===== src/rtl/cp0_pkg.sv =====
// Shared CP0 definitions: register addresses, field positions, write masks and exception codes.
package cp0_pkg;

    localparam int unsigned DATA_W  = 32;
    localparam int unsigned ADDR_W  = 5;
    localparam int unsigned EXC_W   = 5;
    localparam int unsigned IP_W    = 6;
    localparam int unsigned PRESC_W = 8;

    localparam logic [ADDR_W-1:0] CP0_COUNT   = 5'd9;
    localparam logic [ADDR_W-1:0] CP0_COMPARE = 5'd11;
    localparam logic [ADDR_W-1:0] CP0_SR      = 5'd12;
    localparam logic [ADDR_W-1:0] CP0_CAUSE   = 5'd13;
    localparam logic [ADDR_W-1:0] CP0_EPC     = 5'd14;
    localparam logic [ADDR_W-1:0] CP0_PRID    = 5'd15;

    localparam int unsigned SR_IE    = 0;
    localparam int unsigned SR_EXL   = 1;
    localparam int unsigned IP_LO    = 10;
    localparam int unsigned IP_HI    = 15;
    localparam int unsigned EXC_LO   = 2;
    localparam int unsigned EXC_HI   = 6;
    localparam int unsigned CAUSE_TI = 30;
    localparam int unsigned CAUSE_BD = 31;

    localparam logic [DATA_W-1:0] SR_WMASK  = 32'h0000_FC03;
    localparam logic [DATA_W-1:0] EPC_WMASK = 32'hFFFF_FFFC;

    localparam logic [EXC_W-1:0] EXC_INT = 5'd0;

    function automatic logic [DATA_W-1:0] cause_pack(input logic bd, input logic ti,
                                                     input logic [IP_W-1:0] ip,
                                                     input logic [EXC_W-1:0] exc);
        logic [DATA_W-1:0] v;
        v                 = '0;
        v[CAUSE_BD]       = bd;
        v[CAUSE_TI]       = ti;
        v[IP_HI:IP_LO]    = ip;
        v[EXC_HI:EXC_LO]  = exc;
        return v;
    endfunction

endpackage


===== src/rtl/cp0_timer_core.sv =====
// Prescaled free-running Count with a Compare register and a sticky compare-match flag.
module cp0_timer_core
    import cp0_pkg::*;
#(
    parameter int unsigned COUNT_DIV = 1
) (
    input  logic              clk,
    input  logic              rst,
    input  logic              count_we,
    input  logic              compare_we,
    input  logic [DATA_W-1:0] wdata,
    output logic              ti,
    output logic [DATA_W-1:0] count,
    output logic [DATA_W-1:0] compare
);

    localparam logic [PRESC_W-1:0] PRESC_MAX = PRESC_W'(COUNT_DIV - 1);

    logic [PRESC_W-1:0] presc;
    logic               tick;
    logic               match;

    assign tick  = (presc == PRESC_MAX);
    assign match = tick && ((count + DATA_W'(1)) == compare);

    // Software writes take priority over the tick; a Compare write always acknowledges TI.
    always_ff @(posedge clk or posedge rst) begin
        if (rst) begin
            presc   <= '0;
            count   <= '0;
            compare <= '1;
            ti      <= 1'b0;
        end else begin
            presc <= tick ? '0 : presc + PRESC_W'(1);
            if (count_we)
                count <= wdata;
            else if (tick)
                count <= count + DATA_W'(1);
            if (compare_we) begin
                compare <= wdata;
                ti      <= 1'b0;
            end else if (match) begin
                ti <= 1'b1;
            end
        end
    end

endmodule


===== src/rtl/cp0_timer.sv =====
// M-stage coprocessor 0: SR/Cause/EPC/PRId, exception/interrupt request and capture, plus timer.
module cp0_timer
    import cp0_pkg::*;
#(
    parameter int unsigned       NUM_HWINT = 5,
    parameter int unsigned       COUNT_DIV = 1,
    parameter logic [DATA_W-1:0] PRID_VAL  = 32'h0000_7007
) (
    input  logic                 clk,
    input  logic                 reset,
    input  logic                 en,
    input  logic [ADDR_W-1:0]    CP0Add,
    input  logic [DATA_W-1:0]    CP0In,
    input  logic [DATA_W-1:0]    VPC,
    input  logic                 BDIn,
    input  logic [EXC_W-1:0]     ExcCodeIn,
    input  logic [NUM_HWINT-1:0] HWInt,
    input  logic                 EXLClr,
    output logic [DATA_W-1:0]    CP0Out,
    output logic [DATA_W-1:0]    EPCOut,
    output logic                 Req,
    output logic                 TimerIrq
);

    logic [DATA_W-1:0] sr_q;
    logic [DATA_W-1:0] sr_n;
    logic [DATA_W-1:0] epc_q;
    logic [IP_W-1:0]   ip_q;
    logic [EXC_W-1:0]  exc_q;
    logic              bd_q;

    logic [IP_W-1:0]   ip_live;
    logic              int_pend;
    logic              capture;
    logic              wr;
    logic              ti;
    logic [DATA_W-1:0] count;
    logic [DATA_W-1:0] compare;

    // Live IP: hardware lines from bit 0 upward, timer on the top bit.
    always_comb begin
        ip_live = '0;
        for (int unsigned k = 0; k < NUM_HWINT; k++)
            ip_live[k] = HWInt[k];
        ip_live[IP_W-1] = ti;
    end

    assign int_pend = sr_q[SR_IE] & ~sr_q[SR_EXL] & (|(sr_q[IP_HI:IP_LO] & ip_live));
    assign Req      = int_pend | (ExcCodeIn != EXC_INT);
    assign capture  = Req & ~sr_q[SR_EXL];
    assign wr       = en & ~Req;

    cp0_timer_core #(
        .COUNT_DIV (COUNT_DIV)
    ) u_core (
        .clk        (clk),
        .rst        (reset),
        .count_we   (wr && (CP0Add == CP0_COUNT)),
        .compare_we (wr && (CP0Add == CP0_COMPARE)),
        .wdata      (CP0In),
        .ti         (ti),
        .count      (count),
        .compare    (compare)
    );

    // EXL priority: Req sets, then eret clears, then an mtc0 to SR.
    always_comb begin
        sr_n = sr_q;
        if (wr && (CP0Add == CP0_SR))
            sr_n = CP0In & SR_WMASK;
        if (EXLClr)
            sr_n[SR_EXL] = 1'b0;
        if (Req)
            sr_n[SR_EXL] = 1'b1;
    end

    always_ff @(posedge clk or posedge reset) begin
        if (reset) begin
            sr_q  <= '0;
            epc_q <= '0;
            ip_q  <= '0;
            exc_q <= '0;
            bd_q  <= 1'b0;
        end else begin
            sr_q <= sr_n;
            ip_q <= ip_live;
            if (capture) begin
                exc_q <= int_pend ? EXC_INT : ExcCodeIn;
                bd_q  <= BDIn;
                epc_q <= BDIn ? VPC - DATA_W'(4) : VPC;
            end else if (wr && (CP0Add == CP0_EPC)) begin
                epc_q <= CP0In & EPC_WMASK;
            end
        end
    end

    always_comb begin
        CP0Out = '0;
        case (CP0Add)
            CP0_COUNT:   CP0Out = count;
            CP0_COMPARE: CP0Out = compare;
            CP0_SR:      CP0Out = sr_q;
            CP0_CAUSE:   CP0Out = cause_pack(bd_q, ti, ip_q, exc_q);
            CP0_EPC:     CP0Out = epc_q;
            CP0_PRID:    CP0Out = PRID_VAL;
            default:     CP0Out = '0;
        endcase
    end

    assign EPCOut   = epc_q;
    assign TimerIrq = ti;

endmodule


===== config.mk =====
export PLATFORM = sky130hd
export DESIGN_NAME = cp0_timer
export DESIGN_NICKNAME = d
export VERILOG_FILES = /design/src/rtl/cp0_pkg.sv /design/src/rtl/cp0_timer_core.sv /design/src/rtl/cp0_timer.sv
export SDC_FILE = /design/constraint.sdc
export NUM_CORES = 1
export LEC_CHECK = 0
export BUFFER_PORTS_ARGS = -buffer_cell sky130_fd_sc_hd__buf_2
export CELL_PAD_IN_SITES_DETAIL_PLACEMENT = 1
export CELL_PAD_IN_SITES_GLOBAL_PLACEMENT = 2
export CORE_MARGIN = 2
export CORE_UTILIZATION = 35
export CTS_CLUSTER_SIZE = 16
export DETAILED_ROUTE_END_ITERATION = 8
export GPL_ROUTABILITY_DRIVEN = 0
export GPL_TIMING_DRIVEN = 0
export MAX_ROUTING_LAYER = met4
export PLACE_DENSITY = 0.78
export SYNTH_ARGS = -nofsm -noshare
export SYNTH_HDL_FRONTEND = slang
export SYNTH_HIERARCHICAL = 1
export SYNTH_SLANG_ARGS = --single-unit
export TNS_END_PERCENT = 20

===== constraint.sdc =====
create_clock -name clk -period 4.5 [get_ports clk]
set_clock_uncertainty 0.05 [all_clocks]
set_input_delay 0.675 -clock clk [delete_from_list [all_inputs] [get_ports clk]]
set_output_delay 0.675 -clock clk [all_outputs]
set_load 0.01 [all_outputs]

==> impl_metrics.env <==
export IMPL_routed_wl_mm=29.71
export IMPL_vias_per_cell=5.617
export IMPL_path_cells="buf_2 -> nand3b_1 -> nand2b_1 -> nor2_1 -> clkbuf_1 -> a222oi_1 -> inv_1 -> buf_2"
export IMPL_synth_cells=841
export IMPL_hold_viol_final=0
export IMPL_fin_tns_setup_ps=0
export IMPL_fp_coreArea_um2=22570
export IMPL_clockBufferDepth=2
export IMPL_met3_usage_pct=3.426
export IMPL_die_h_um=155.3
export IMPL_synth_most_common_cell="dfrtp_1"
export IMPL_worst_skew_pair_late_latency_ps=430
export IMPL_grt_pass1_wl_mm=45.84
export IMPL_slowest_delay_ps=740
export IMPL_nNetsFinal=1098
export IMPL_cap_viol_max_count=0
export IMPL_seq_area_frac_synth_pct=39.53
export IMPL_synth_xor_area_share_pct=11.91
export IMPL_n_antenna_cell=0
export IMPL_synth_cell_types=70
export IMPL_hold_class="input port to asynchronous set/reset pin"
export IMPL_wl_per_cell_um=22.71
export IMPL_worst_pin_slew_ps=1112
export IMPL_fin_crit_sh_pct=88.25
export IMPL_grt_max_degree=38
export IMPL_period_needed_ps=3971
export IMPL_status="complete, but fails checks"
export IMPL_fp_dieW_um=155.3
export IMPL_cts_buffers=17
export IMPL_synth_compound_area_share_pct=12.32
export IMPL_crit_fanout=10
export IMPL_synth_adder_area_share_pct=0.6244
export IMPL_gr_total_overflow=0
export IMPL_clock_sinks=125
export IMPL_cts_hold_buf=0
export IMPL_ant_nets=0
export IMPL_postSynthAreaPerCell_um2=9.531
export IMPL_cts_tree="built"
export IMPL_drt_pass1_iterations=9
export IMPL_die_area_um2=24130
export IMPL_syn_nets=929
export IMPL_grtUsageMet2_pct=39.57
export IMPL_finalInstanceArea_um2=9738
export IMPL_ioPinCount=150
export IMPL_antenna_found_initial=0
export IMPL_vias=7347
export IMPL_layout_drive_gt1_share_pct=29.72
export IMPL_synth_commonest_cells="93 x dfrtp_1, 85 x nand2_1, 69 x xnor2_1"
export IMPL_ir_drop_mv=0.2326
export IMPL_required_ps=3770
export IMPL_crit_type="input port to output port"
export IMPL_hpwl_mm=23.11
export IMPL_critPathArrivalTime_ps=3250
export IMPL_synth_area_leaders="dfrtp_1 29%, dfstp_2 10%, xnor2_1 7.5%, mux2_2 5.6%, mux2i_1 5.0%"
export IMPL_post_cts_repair_setup_buffers=0
export IMPL_grt_pass1_vias=7640
export IMPL_clk_pin_slew_ps=60
export IMPL_crit_slowest_cell="nor2_1"
export IMPL_setup_violations=0
export IMPL_worstPathBufferInverterCount=4
export IMPL_postPlaceCellArea_um2=9155
export IMPL_use_met1_pct=36.39
export IMPL_post_route_drc_count=2
export IMPL_cts_root_buf="clkbuf_16"
export IMPL_ys_ff_latch=125
export IMPL_violations="DRC"
export IMPL_portBuffers=148
export IMPL_yosys_area_top_type="dfrtp_1"
export IMPL_max_slew_margin_rel_pct=25.28
export IMPL_power_density_nw_per_um2=342.5
export IMPL_std_cell_rows=55
export IMPL_cts_htree_levels=4
export IMPL_grt_setup_unrepaired="no"
export IMPL_synth_top_family_by_area="simple AND/OR/NAND/NOR gates"
export IMPL_cts_resized=0
export IMPL_critPathLaunchType="input port"
export IMPL_end_kind="output port"
export IMPL_synthSimpleGateAreaFrac_pct=19.89
export IMPL_synth_top_cell_area_share_pct=29.04
export IMPL_yosysWarnings=6
export IMPL_finalMaxSlewViolations=0
export IMPL_synth_async_reset_ratio_pct=100.0
export IMPL_area_growth_pct=21.50
export IMPL_initial_core_util_pct=35.51
export IMPL_synth_ff_type="dfrtp_1"
export IMPL_synthMuxAreaShare_pct=10.62
export IMPL_p_leak_uw=0.004201
export IMPL_grt_usage_pct=25.95
export IMPL_fmax_ghz=0.2518
export IMPL_crit_family="simple AND/OR/NAND/NOR gates"
export IMPL_syn_area_um2=8015
export IMPL_critPathMostFrequentCell="buf_2"
export IMPL_gr_max_usage_layer="met2"
export IMPL_drtIter0Drc=644
export IMPL_synth_edf_count=0
-- power by group --
part           leakage [uW]  switching, uW  total (uW)  internal [uW]
sequential          0.00149            151        1400           1250
combinational       0.00244            307         551            244
clock              0.000279            559        1380            825
-- path summary, 6_finish.rpt --
path                                                  start  slack, ps  depth (start not counted)                              to
max in group asynchronous                             reset       3470                          3  u_core/compare[23]$_DFFE_PP1P_
worst max-delay path                              CP0Add[4]        530                          8                      CP0Out[18]
worst min register to register    u_core/presc[7]$_DFF_PP0_        430                          1       u_core/presc[7]$_DFF_PP0_
worst max register to register  u_core/count[0]$_DFFE_PP0P_        950                          9           u_core/ti$_DFFE_PP0P_
worst min-delay path                                  reset        270                          2    u_core/count[11]$_DFFE_PP0P_
min in group clk                                   HWInt[2]        320                          1               ip_q[2]$_DFF_PP0_
-- flip-flops by register name (all words and copies together) (netlist names) --
name	cells
EPCOut	32
u_core/compare	32
u_core/count	32
sr_q	8
u_core/presc	8
ip_q	6
exc_q	5
bd_q	1
u_core/ti	1
-- through the flow --
stage | power, uW | setup WS, ps | hold WS, ps | instances | util (%)
2_1_floorplan | 1685 | 1465 | 395.4 | 841 | -
3_3_place_gp | 1947 | 375.1 | 420.4 | 1274 | 40.37
3_5_place_dp | 1965 | 327.1 | 425.6 | 1276 | 40.56
4_1_cts | 3361 | 539.4 | 276.2 | 1308 | 43.14
5_1_grt | 3482 | 391.3 | 293.6 | 1308 | 43.14
6_report | 3335 | 528.8 | 267.2 | 1308 | 43.14
-- cells by family (layout without fill, tap and decap cells) --
group / after synthesis / in the layout
buf+inv: 85 / 267
fa+ha+maj: 4 / 4
simple gates: 298 / 298
flops: 125 / 125
mux: 80 / 80
compound gates: 140 / 140
xor+xnor: 109 / 109
-- final cells by class --
class | instances | area, um^2
Multi-Input combinational cell | 631 | 4437
Clock buffer | 18 | 429.2
Buffer | 58 | 309.0
Inverter | 27 | 103.9
Tap cell | 285 | 356.6
Clock inverter | 14 | 153.9
Sequential cell | 125 | 3168
Timing Repair Buffer | 150 | 780.7
Fill cell | 2687 | 12830
-- cells in the final DEF (no fill, tap or decap), drive strengths merged, types with 4 or more instances in the layout --
cell	n
buf	168
dfrtp	93
nand2	85
xnor2	69
nor2	60
clkbuf	57
o21ai	50
xor2	40
mux2i	40
mux2	40
inv	34
dfstp	32
nand3	30
nor3	23
nor4	19
a222oi	17
o22ai	14
a221o	13
nand4	11
or4	9
or2	8
a31oi	7
and3	7
a22oi	6
a21oi	6
o211ai	6
and4	6
nand2b	5
or3	5
nor3b	5
and2	4
nor4b	4
nand3b	4
ha	4
a211oi	4
or4b	4
-- metal layers --
metal  share of wire, %  routed length (um)  vias up
li1                   -                   -     3391
met1                 48               14210     3719
met2                 46               13650      209
met3                4.3                1282       28
met4                1.9                 563        0
met5                  0                   0        -
-- worst register-to-register path, delay by kind of cell, from the launching register on --
kind,cells,cell delay (ps)
xor+xnor,1,180
compound gates,1,270
fa+ha+maj,1,310
flops,1,480
simple gates,5,1960
buf+inv,1,210
Power figures use the tool's default switching activity.
